## src/rtl/uncrop_pad.sv

```systemverilog
// Re-embeds a raster-ordered IN_ROWS x IN_COLS window at (Y_1, X_1) inside an
// OUT_ROWS x OUT_COLS frame and fills every other position with PAD_VALUE.
module uncrop_pad #(
    parameter int PIXEL_BIT_WIDTH = 16,
    parameter int IN_ROWS         = 48,
    parameter int IN_COLS         = 48,
    parameter int OUT_ROWS        = 100,
    parameter int OUT_COLS        = 160,
    parameter int Y_1             = 10,
    parameter int X_1             = 10,
    parameter logic [PIXEL_BIT_WIDTH-1:0] PAD_VALUE = '0
) (
    input  logic                       clk,
    input  logic                       reset,
    input  logic [PIXEL_BIT_WIDTH-1:0] pixel_in,
    input  logic                       in_valid,
    output logic                       in_ready,
    output logic [PIXEL_BIT_WIDTH-1:0] pixel_out,
    output logic                       out_valid,
    input  logic                       out_ready,
    output logic                       out_last
);
    localparam int RW = (OUT_ROWS > 1) ? $clog2(OUT_ROWS) : 1;
    localparam int CW = (OUT_COLS > 1) ? $clog2(OUT_COLS) : 1;
    localparam logic [RW-1:0] ROW_LAST = RW'(OUT_ROWS - 1);
    localparam logic [CW-1:0] COL_LAST = CW'(OUT_COLS - 1);

    // Position of the next pixel to be produced.
    logic [RW-1:0] row;
    logic [CW-1:0] col;

    int   row_i, col_i;
    logic in_win, slot_free, load, at_col_end, at_last;

    always_comb begin
        row_i      = int'(row);
        col_i      = int'(col);
        // Signed int compares keep the window test well-formed when Y_1/X_1 are 0.
        in_win     = (row_i >= Y_1) && (row_i < Y_1 + IN_ROWS) &&
                     (col_i >= X_1) && (col_i < X_1 + IN_COLS);
        slot_free  = !out_valid || out_ready;
        load       = slot_free && (!in_win || in_valid);
        at_col_end = (col == COL_LAST);
        at_last    = at_col_end && (row == ROW_LAST);
        in_ready   = in_win && slot_free;
    end

    always_ff @(posedge clk) begin
        if (reset) begin
            row       <= '0;
            col       <= '0;
            pixel_out <= '0;
            out_valid <= 1'b0;
            out_last  <= 1'b0;
        end else if (load) begin
            pixel_out <= in_win ? pixel_in : PAD_VALUE;
            out_valid <= 1'b1;
            out_last  <= at_last;
            if (at_col_end) begin
                col <= '0;
                row <= at_last ? '0 : row + 1'b1;
            end else begin
                col <= col + 1'b1;
            end
        end else if (slot_free) begin
            // Drained while waiting on a window pixel.
            out_valid <= 1'b0;
            out_last  <= 1'b0;
        end
    end
endmodule
```

## config.mk

```make
export PLATFORM = sky130hd
export DESIGN_NAME = uncrop_pad
export DESIGN_NICKNAME = d
export VERILOG_FILES = /design/src/rtl/uncrop_pad.sv
export SDC_FILE = /design/constraint.sdc
export NUM_CORES = 1
export LEC_CHECK = 0
export BUFFER_PORTS_ARGS = -buffer_cell sky130_fd_sc_hd__buf_2
export CAP_MARGIN = 20
export CORE_UTILIZATION = 50
export CTS_CLUSTER_DIAMETER = 30
export DETAILED_ROUTE_END_ITERATION = 10
export PLACE_DENSITY = 0.73
export SLEW_MARGIN = 20
export SYNTH_ARGS = -nofsm -noshare
export SYNTH_HDL_FRONTEND = slang
export SYNTH_SLANG_ARGS = --single-unit
```

## constraint.sdc

```tcl
create_clock -name clk -period 2.9 [get_ports clk]
set_input_delay 0.435 -clock clk [delete_from_list [all_inputs] [get_ports clk]]
set_output_delay 0.435 -clock clk [all_outputs]
set_load 0.05 [all_outputs]
```

* After elaboration in Yosys (flattened, before gate mapping)
Cells that the tools add are included.
** Cells by class
- Add/subtract/negate cells :: 2
- Order comparisons :: 4
- Eq/ne operators :: 2
- Multiplexer cells :: 6
- Reductions and logical operators :: 12
** Operators with widths (number)
- 16-bit 2-to-1 mux :: 1
- 8-bit by 1-bit adder with 8-bit output, second input constant :: 1
- 8-bit == test, second input constant :: 1
- 8-bit by 4-bit greater-or-equal comparator with 1-bit output, second input constant :: 1
- 8-bit by 6-bit < comparator with 1-bit output, second input constant :: 1
- 8-bit 2-to-1 mux :: 1
- 7-bit by 1-bit adder with 7-bit output, second input constant :: 1
- 7-bit == test, second input constant :: 1
- 7-bit by 4-bit greater-or-equal comparator with 1-bit output, second input constant :: 1
- 7-bit by 6-bit < comparator with 1-bit output, second input constant :: 1
- 7-bit 2-to-1 mux :: 1
- 1-bit logical AND :: 6
- 1-bit 2-to-1 mux :: 3
- 1-bit logical NOT :: 2
- 1-bit logical OR :: 2
- 2-bit AND reduction :: 1
- 2-bit nonzero test :: 1
** Storage, ports and cells
- Flip-flop bits (word level) :: 33
- Input port bits :: 20
- Word-level logic and storage cells :: 31

* Longest topological paths before layout
Gate-level depths: netlist of the first run.
- Word-level depth :: 8
- Depth in mapped cells :: 9
- Mapped depth without buffers :: 7

* Least setup slack after synthesis of the first run
Ideal clock, no wire load.
- Path kind :: reg2out
- Start :: register row[1]
- End :: output port in_ready
- Data arrival time :: 2168 ps
- Required time :: 2465 ps
- Slack :: 297 ps
- Cell stages (with the launch flop) :: 5
- Path buffers :: 0
- Cells stage by stage :: dfxtp_1 > ha_1 > o31ai_2 > a22oi_2 > nor3b_1
** On the way
- Longest elaborated chain between the ends :: 5
- Elaborated cells on any way between the ends :: 6
- Those cells by class :: order compare: 2; reduce/logical: 4
** Ends and longest elaborated chain
- start: declaration :: RTL line 29 : logic [RW-1:0] row;
- start signal: assignment :: RTL line 61 : row <= at_last ? '0 : row + 1'b1;
- 7-bit by 4-bit greater-or-equal comparator with 1-bit output / 7-bit by 6-bit < comparator with 1-bit output (equally long branches) :: RTL line 39 : in_win = (row_i >= Y_1) && (row_i < Y_1 + IN_ROWS) &&
- 1-bit logical AND * (2 in series) :: RTL line 39
- 1-bit logical AND * :: RTL line 40 : (col_i >= X_1) && (col_i < X_1 + IN_COLS);
- 1-bit logical AND * :: RTL line 45 : in_ready = in_win && slot_free;
- end: declaration :: RTL line 17 : output logic in_ready,
Every way passes the cells marked *; elsewhere a longest branch is shown, timed or not.

* Worst setup path in the final report of the first run
Same ends and word-level chain as after synthesis.

==> results of run 1 <==
per-layer routing:
layer  vias up  wire (µm)
li1        663          -
met2        40       1460
met1       624       1430
met5         -          0
met4         0         57
met3         6        164
synth_stat cells, drive strengths merged (3+ instances only):
library cell | count | share of area, %
a21oi | 9 | 3.0
a22oi | 18 | 9.3
and3 | 3 | 1.2
buf | 4 | 2.3
clkbuf | 6 | 2.2
dfxtp | 33 | 44
ha | 4 | 3.3
inv | 3 | 0.75
nand2 | 6 | 1.5
nand3 | 6 | 2.0
nand3b | 3 | 1.5
nor2 | 30 | 7.5
nor3 | 3 | 1.0
o21ai | 3 | 1.0
xnor2 | 4 | 2.3
worst register-to-register path, delay by kind of cell, from the launching register on:
| kind | cells | cell delay, ns |
|---|---|---|
| adder cells (fa/ha/maj) | 1 | 0.22 |
| AND/OR/NAND/NOR | 2 | 0.92 |
| flip-flops | 1 | 0.47 |
| AO/OA/AOI/OAI | 3 | 0.56 |
layout make-up:
cell class / count / area share, %
inverter: 3 / 0.653
clock inverter: 3 / 1.02
clock buffer: 5 / 2.18
timing repair buffer: 38 / 11.0
multi-input combinational: 119 / 44.6
sequential: 33 / 38.3
tap: 31 / 2.25
sequential cells by signal, summed over array words and instances, names as in the netlist:
| signal | cells |
|---|---|
| pixel_out | 16 |
| col | 8 |
| row | 7 |
| out_last | 1 |
| out_valid | 1 |
worst max-delay path by stage:
stage                          end  slack, ns
final                     in_ready       0.48
after global routing      in_ready       0.30
after CTS                 in_ready       0.46
after detailed placement    row[3]       0.53
after global placement      row[3]       0.72
after floorplan           in_ready       0.30
cells by family (layout without fill, tap and decap cells):
group	count (synthesis)	in the layout	synth area share, %
flip-flops	33	33	44.0
AO/OA/AOI/OAI	40	40	18.8
adder cells (fa/ha/maj)	4	4	3.33
XOR/XNOR	6	6	3.50
multiplexers	2	2	1.42
buffers and inverters	13	49	5.25
AND/OR/NAND/NOR	67	67	23.7
where the power goes:
| group | leakage, µW | internal (µW) | switching, µW | total, µW |
|---|---|---|---|---|
| Sequential | 0.000267 | 458 | 6.72 | 465 |
| Combinational | 0.000418 | 19.6 | 29.0 | 48.6 |
| Clock | 0.0000310 | 91.3 | 158 | 249 |
stage by stage:
step           area [µm²]  setup WS [ns]  instances  power (µW)  util (%)
6_report             1720          0.475        232         762      61.5
5_1_grt              1720          0.298        232         798      61.5
4_1_cts              1720          0.456        232         774      61.3
3_5_place_dp         1660          0.525        224         524      59.3
3_3_place_gp         1660          0.719        224         520      59.3
2_1_floorplan        1500          0.297        165         506         -
==> results.toml, run 1 <==
[status]
status = "complete, but fails checks"
violations = "DRC"

[die]
coreArea_um2 = 2810
initial_utilization_pct = 53.6
rows = 19
die_h_um = 56.8
die_w_um = 56.8
dieArea_um2 = 3230
boundaryPins = 39

[detailed_routing]
drc = 2
first_pass_iters = 7
wl_per_cell_um = 13.4
drt_iter0_drc = 43
dr_total_vias = 1333
ant_nets = 0
routed_wl_um = 3110
avgViaCountPerCell = 5.75

[layout]
fillers = 257
seqCellArea_um2 = 661
multi_input_area_um2 = 768
final_common_cell = "buf_2"
final_cell_mix = "38 x buf_2, 33 x dfxtp_1, 30 x nor2_1, 17 x a22oi_1, 9 x a21oi_1"
antennaDiodeCount = 0
num-nets-final = 224
drive_gt1_share_pct = 26.9
syn_to_final_growth_pct = 14.7

[clock_network]
clock_latency_ns = 0.33
root_buffer = "clkbuf_4"
clock-sinks = 33
htreeDepth = 2
tritoncts = "yes"
cts.clk_slew.worst_paths_ns = 0.11
cts_resized = 0
numCtsBuffers = 5
hold_buffers = 0
cts_buffer_depth = 2
post_cts_buffers = 0

[synth]
synth_seq_cells = 33
syn_inst = 165
netlist_area_um2 = 1500
synth_edf_count = 0
synth_seq_area_share_pct = 44.0
synth_cell_type_count = 44
synth_nets = 189
postSynthAreaPerCell_um2 = 9.11
synth_ff_type = "dfxtp_1"
async_reset_ff_share_pct = 0
ys_warn_count = 0

[setup_path]
cp-start-kind = "flip-flop"
rrSetupSlack_ns = 0.68
cp_num_buf_inv = 1
crit_fanout = 7
r2r-start = "row[1]"
worstPathArrival_ns = 1.99
crit_chain = "ha_1 -> o31ai_2 -> a22oi_2 -> nor3b_1 -> buf_2"
path_depth = 5
crit_family = "flip-flops"
worst_r2r_path_depth = 6
reg2reg_to = "pixel_out[0]"
cp.required_ns = 2.47
cpPeakStageDelay_ns = 0.47
endpoint_kind = "output port"
slowest_stage = "dfxtp_1"
worst-setup-path-type = "flip-flop to output port"
critPathLaunch = "row[1]"

[sta]
hold_viol = 0
drv_slew = 0
final.setup_skew_ns = 0.0109
fin_crit_sh_pct = 83.6
worst_pin_slew_ns = 0.874
max_freq_mhz = 412
setup_viol = 0
rsz0062_at_grt = "false"
slew_headroom_pct = 41.5
period_needed_ns = 2.42
whs_ns = 0.332
tns_ns = 0

[placed_design]
routabilityCongestion = 0.849
place_hpwl_um = 2200
io_buffer_count = 38

[worst_hold_path]
hp-class = "input port to flip-flop"
whs_path_depth = 3
min_to = "pixel_out[12]"
hold_path_startpoint = "pixel_in[12]"

[global_route]
track_usage_pct = 21.2
grt_util_met1_pct = 27.5
grt_max_degree = 32
first_global_vias = 1236
grt_util_met3_pct = 7.14
met2_usage_pct = 32.1
grt.busiest_layer = "met2"
antenna_found_initial = 0
grt_overflow = 0
grt_pass1_wl_um = 5310

[power_and_ir_drop]
peakVddDrop_mv = 0.287
power_density_nw_per_um2 = 442
leakagePower_uw = 0.000716

[job]
drv_cap = 0
Power figures use the tool's default switching activity.
==> inputs of run 2 (changes only) <==
==> constraint.sdc (replaced) <==
create_clock -name clk -period 2.3 [get_ports clk]
set_input_delay 0.345 -clock clk [delete_from_list [all_inputs] [get_ports clk]]
set_output_delay 0.345 -clock clk [all_outputs]
set_load 0.05 [all_outputs]
==> results.toml, run 2 (synthesis gave the netlist of run 1 again) <==
[sta]
slew_headroom_pct = 45.2
final.setup_skew_ns = 0.00599
whs_ns = 0.244
worst_pin_slew_ns = 0.818
tns_ns = 0
hold_viol = 0
drv_slew = 0
period_needed_ns = 2.20
max_freq_mhz = 455
fin_crit_sh_pct = 95.5
setup_viol = 0

[setup_path]
crit_family = "flip-flops"
endpoint_kind = "output port"
rrSetupSlack_ns = 0.23
crit_fanout = 6
cp.required_ns = 1.96
cpPeakStageDelay_ns = 0.45
slowest_stage = "dfxtp_1"
cp_num_buf_inv = 1
worst-setup-path-type = "flip-flop to output port"
cp-start-kind = "flip-flop"
worstPathArrival_ns = 1.85
crit_chain = "ha_1 -> o31ai_2 -> a22oi_2 -> nor3b_2 -> clkbuf_4"

[power_and_ir_drop]
power_density_nw_per_um2 = 614
peakVddDrop_mv = 0.402
leakagePower_uw = 0.000751

[detailed_routing]
avgViaCountPerCell = 5.78
routed_wl_um = 3330
wl_per_cell_um = 14.1
drt_iter0_drc = 54
first_pass_iters = 7
ant_nets = 0
dr_total_vias = 1363
drc = 2

[clock_network]
htreeDepth = 2
numCtsBuffers = 5
root_buffer = "clkbuf_4"
cts.clk_slew.worst_paths_ns = 0.10
cts_buffer_depth = 2
clock_latency_ns = 0.33
clock-sinks = 33
tritoncts = "yes"

[layout]
num-nets-final = 228
antennaDiodeCount = 0
largest_reg_flops = 16
syn_to_final_growth_pct = 19.3
top_regs = "pixel_out x16, col x8, row x7"
fillers = 266
drive_gt1_share_pct = 28.8
final_common_cell = "buf_2"
final_cell_mix = "37 x buf_2, 32 x dfxtp_1, 30 x nor2_1, 17 x a22oi_1, 9 x a21oi_1"
top_register = "pixel_out"

[die]
initial_utilization_pct = 53.6
coreArea_um2 = 2810
boundaryPins = 39
die_w_um = 56.8
dieArea_um2 = 3230
rows = 19
die_h_um = 56.8

[status]
status = "complete, but fails checks"
violations = "DRC"

[global_route]
met2_usage_pct = 37.2
grt.busiest_layer = "met2"
grt_max_degree = 32
grt_util_met3_pct = 5.76
grt_util_met1_pct = 26.6
grt_pass1_wl_um = 5550
grt_overflow = 0
track_usage_pct = 22.3
antenna_found_initial = 0
first_global_vias = 1270

[worst_hold_path]
hp-class = "input port to flip-flop"

[placed_design]
place_hpwl_um = 2420
routabilityCongestion = 0.822
io_buffer_count = 38

[job]
drv_cap = 0
run 2: power breakdown:
group / total, µW / switching, µW / internal, µW
Sequential: 587 / 9.58 / 577
Combinational: 63.8 / 37.6 / 26.2
Clock: 450 / 190 / 259
Total: 1100 / 238 / 863
run 2: path summary, 6_finish.rpt:
check	from	endpoint	depth (start not counted)
setup / recovery	col[1]	in_ready	5
setup reg to reg	col[1]	pixel_out[2]	6
hold reg to reg	row[6]	row[6]	2
hold / removal	pixel_in[10]	pixel_out[10]	3
run 2: metrics by stage:
step                      worst slack, ns  instance area [µm²]  util (%)  power, µW  std cells
after detailed placement            0.153                 1680      60.0        662        226
after CTS                         0.00421                 1770      63.1       1110        234
after global routing              -0.0215                 1790      63.9       1140        236
after floorplan                     0.294                 1510         -        638        165
final                               0.103                 1790      63.9       1100        236
after global placement              0.318                 1680      60.0        659        226
run 2: final cells by class:
cell class | count | area, µm² | area share (%)
multi-input combinational | 119 | 773 | 43.1
sequential | 33 | 662 | 36.9
timing repair buffer | 42 | 223 | 12.4
clock buffer | 7 | 55.1 | 3.07
tap | 31 | 38.8 | 2.16
clock inverter | 1 | 30.0 | 1.67
inverter | 3 | 11.3 | 0.628
run 2: routing by layer:
layer | part of all wire [%] | routed length (µm)
met3 | 5.5 | 182
met4 | 1.1 | 37
met5 | 0 | 0
met1 | 44 | 1450
met2 | 50 | 1660
run 2: worst register-to-register path: cells and delay by family (launching register included):
family	cells	cell delay, ns
adders and majority gates	1	0.21
DFF	1	0.45
AOI/OAI and AO/OA	3	0.50
and+or+nand+nor	2	0.87
run 2: timing repair:
action,4_1_cts,5_1_grt
gates resized for setup,0,3
buffers inserted,0,2
hold buffers,0,0
hold endpoints to repair,0,0
setup endpoints to repair,0,6
==> inputs of run 3 (changes only) <==
--- a/config.mk
+++ b/config.mk
@@ -10,7 +10,7 @@
 export CORE_UTILIZATION = 50
 export CTS_CLUSTER_DIAMETER = 30
 export DETAILED_ROUTE_END_ITERATION = 10
-export PLACE_DENSITY = 0.73
+export PLACE_DENSITY_LB_ADDON = 0.2
 export SLEW_MARGIN = 20
 export SYNTH_ARGS = -nofsm -noshare
 export SYNTH_HDL_FRONTEND = slang
==> results.toml, run 3 (synthesis gave the netlist of run 1 again) <==
[clock_network]
cts.clk_slew.worst_paths_ns = 0.10
htreeDepth = 2
root_buffer = "clkbuf_4"
hold_buffers = 0
cts_buffer_depth = 2
clock-sinks = 33
clock_latency_ns = 0.33
numCtsBuffers = 5
tritoncts = "yes"

[detailed_routing]
ant_nets = 0
dr_total_vias = 1372
routed_wl_um = 3410
first_pass_iters = 8
wl_per_cell_um = 14.3
avgViaCountPerCell = 5.76
drc = 2
drt_iter0_drc = 86

[placed_design]
place_hpwl_um = 2380
place_ws_ns = 0.400
routabilityCongestion = 0.838
place_area_um2 = 1700
io_buffer_count = 38

[die]
initial_utilization_pct = 53.6
rows = 19
die_h_um = 56.8
dieArea_um2 = 3230
boundaryPins = 39
coreArea_um2 = 2810
die_w_um = 56.8

[sta]
period_needed_ns = 2.14
drv_slew = 0
setup_viol = 0
final.setup_skew_ns = 0.00688
rsz0062_at_grt = "false"
worst_pin_slew_ns = 0.534
max_freq_mhz = 467
whs_ns = 0.244
hold_viol = 0
slew_headroom_pct = 64.4
tns_ns = 0
finalWorstSetupSlack_ns = 0.158
fin_crit_sh_pct = 93.1

[setup_path]
worstPathArrival_ns = 1.80
cp-start-kind = "flip-flop"
endpoint_kind = "output port"
cp.required_ns = 1.96
r2r-start = "col[0]"
reg2reg_to = "pixel_out[3]"
critPathLaunch = "row[0]"
crit_fanout = 5
cpPeakStageDelay_ns = 0.35
crit_chain = "inv_1 -> ha_1 -> o31ai_2 -> a22oi_2 -> nor3b_2 -> clkbuf_4"
worst-setup-path-type = "flip-flop to output port"
slowest_stage = "dfxtp_1"
rrSetupSlack_ns = 0.45
worst_r2r_path_depth = 9

[power_and_ir_drop]
peakVddDrop_mv = 0.399
power_density_nw_per_um2 = 546
leakagePower_uw = 0.000752

[status]
violations = "DRC"
status = "complete, but fails checks"

[layout]
drive_gt1_share_pct = 29.0
num-nets-final = 230
design_area_um2 = 1770
fillers = 259
final_common_cell = "buf_2"
top_register = "pixel_out"
antennaDiodeCount = 0
top_regs = "pixel_out x16, col x8, row x7"
syn_to_final_growth_pct = 17.7
largest_reg_flops = 16
final_cell_mix = "37 x buf_2, 32 x dfxtp_1, 30 x nor2_1, 17 x a22oi_1, 9 x a21oi_1"

[worst_hold_path]
whs_path_depth = 3
min_to = "pixel_out[11]"
hp-class = "input port to flip-flop"
hold_path_startpoint = "pixel_in[11]"

[global_route]
antenna_found_initial = 0
grt_max_degree = 32
first_global_vias = 1309
grt_overflow = 0
track_usage_pct = 22.2
grt_pass1_wl_um = 5530

[job]
drv_cap = 0
## run 3: cell types whose count changed in the layout (fill, tap and decap cells not counted), sizes merged
| cell | previous run | this run |
|---|---|---|
| buf | 41 | 43 |
| bufinv | 1 | 0 |
| clkbuf | 8 | 7 |
| clkinv | 0 | 2 |
## run 3: repair_timing
item	in CTS	in global routing
setup buffers	0	2
endpoints found under the setup margin	0	1
gates resized for setup	0	2
## run 3: routing by layer
layer	GRT usage, %	wire (µm)	part of all wire (%)	vias to the layer above
met3	5.53	209	6.1	5
li1	-	-	-	672
met5	0	0	0	-
met4	9.76	40	1.2	0
met2	37.8	1720	50	45
met1	26.3	1440	42	650
## run 3: through the flow
| stage | instances | util (%) | total power, µW |
|---|---|---|---|
| detailed placement | 228 | 60.6 | 664 |
| global route | 238 | 63.1 | 1000 |
| floorplan | 165 | - | 638 |
| finish | 238 | 63.1 | 966 |
| global placement | 228 | 60.6 | 660 |
| CTS | 236 | 62.4 | 970 |
## run 3: worst max path at each step
stage | cells after the start | endpoint
detailed placement | 5 | in_ready
finish | 6 | in_ready
floorplan | 4 | in_ready
global placement | 5 | in_ready
global route | 6 | in_ready
CTS | 5 | in_ready
## run 3: critical path, delay by kind of cell (launching register included)
| family | cells | cell delay, ns |
|---|---|---|
| buffers and inverters | 2 | 0.36 |
| adders and majority gates | 1 | 0.16 |
| and+or+nand+nor | 1 | 0.25 |
| AOI/OAI and AO/OA | 2 | 0.35 |
| DFF | 1 | 0.35 |
## run 3: power breakdown
group	switching (µW)	internal (µW)
sequential	7.90	578
clock	198	116
combinational	38.0	27.2
total	244	721
## run 3: layout make-up
class	instances	area (µm²)	share of cell area, %
clock buffers	6	41.3	2.33
flip-flops and latches	33	662	37.4
clock inverters	2	10.0	0.566
multi-input cells	119	768	43.4
repair buffers	44	238	13.4
well taps	31	38.8	2.19
inverters	3	11.3	0.636
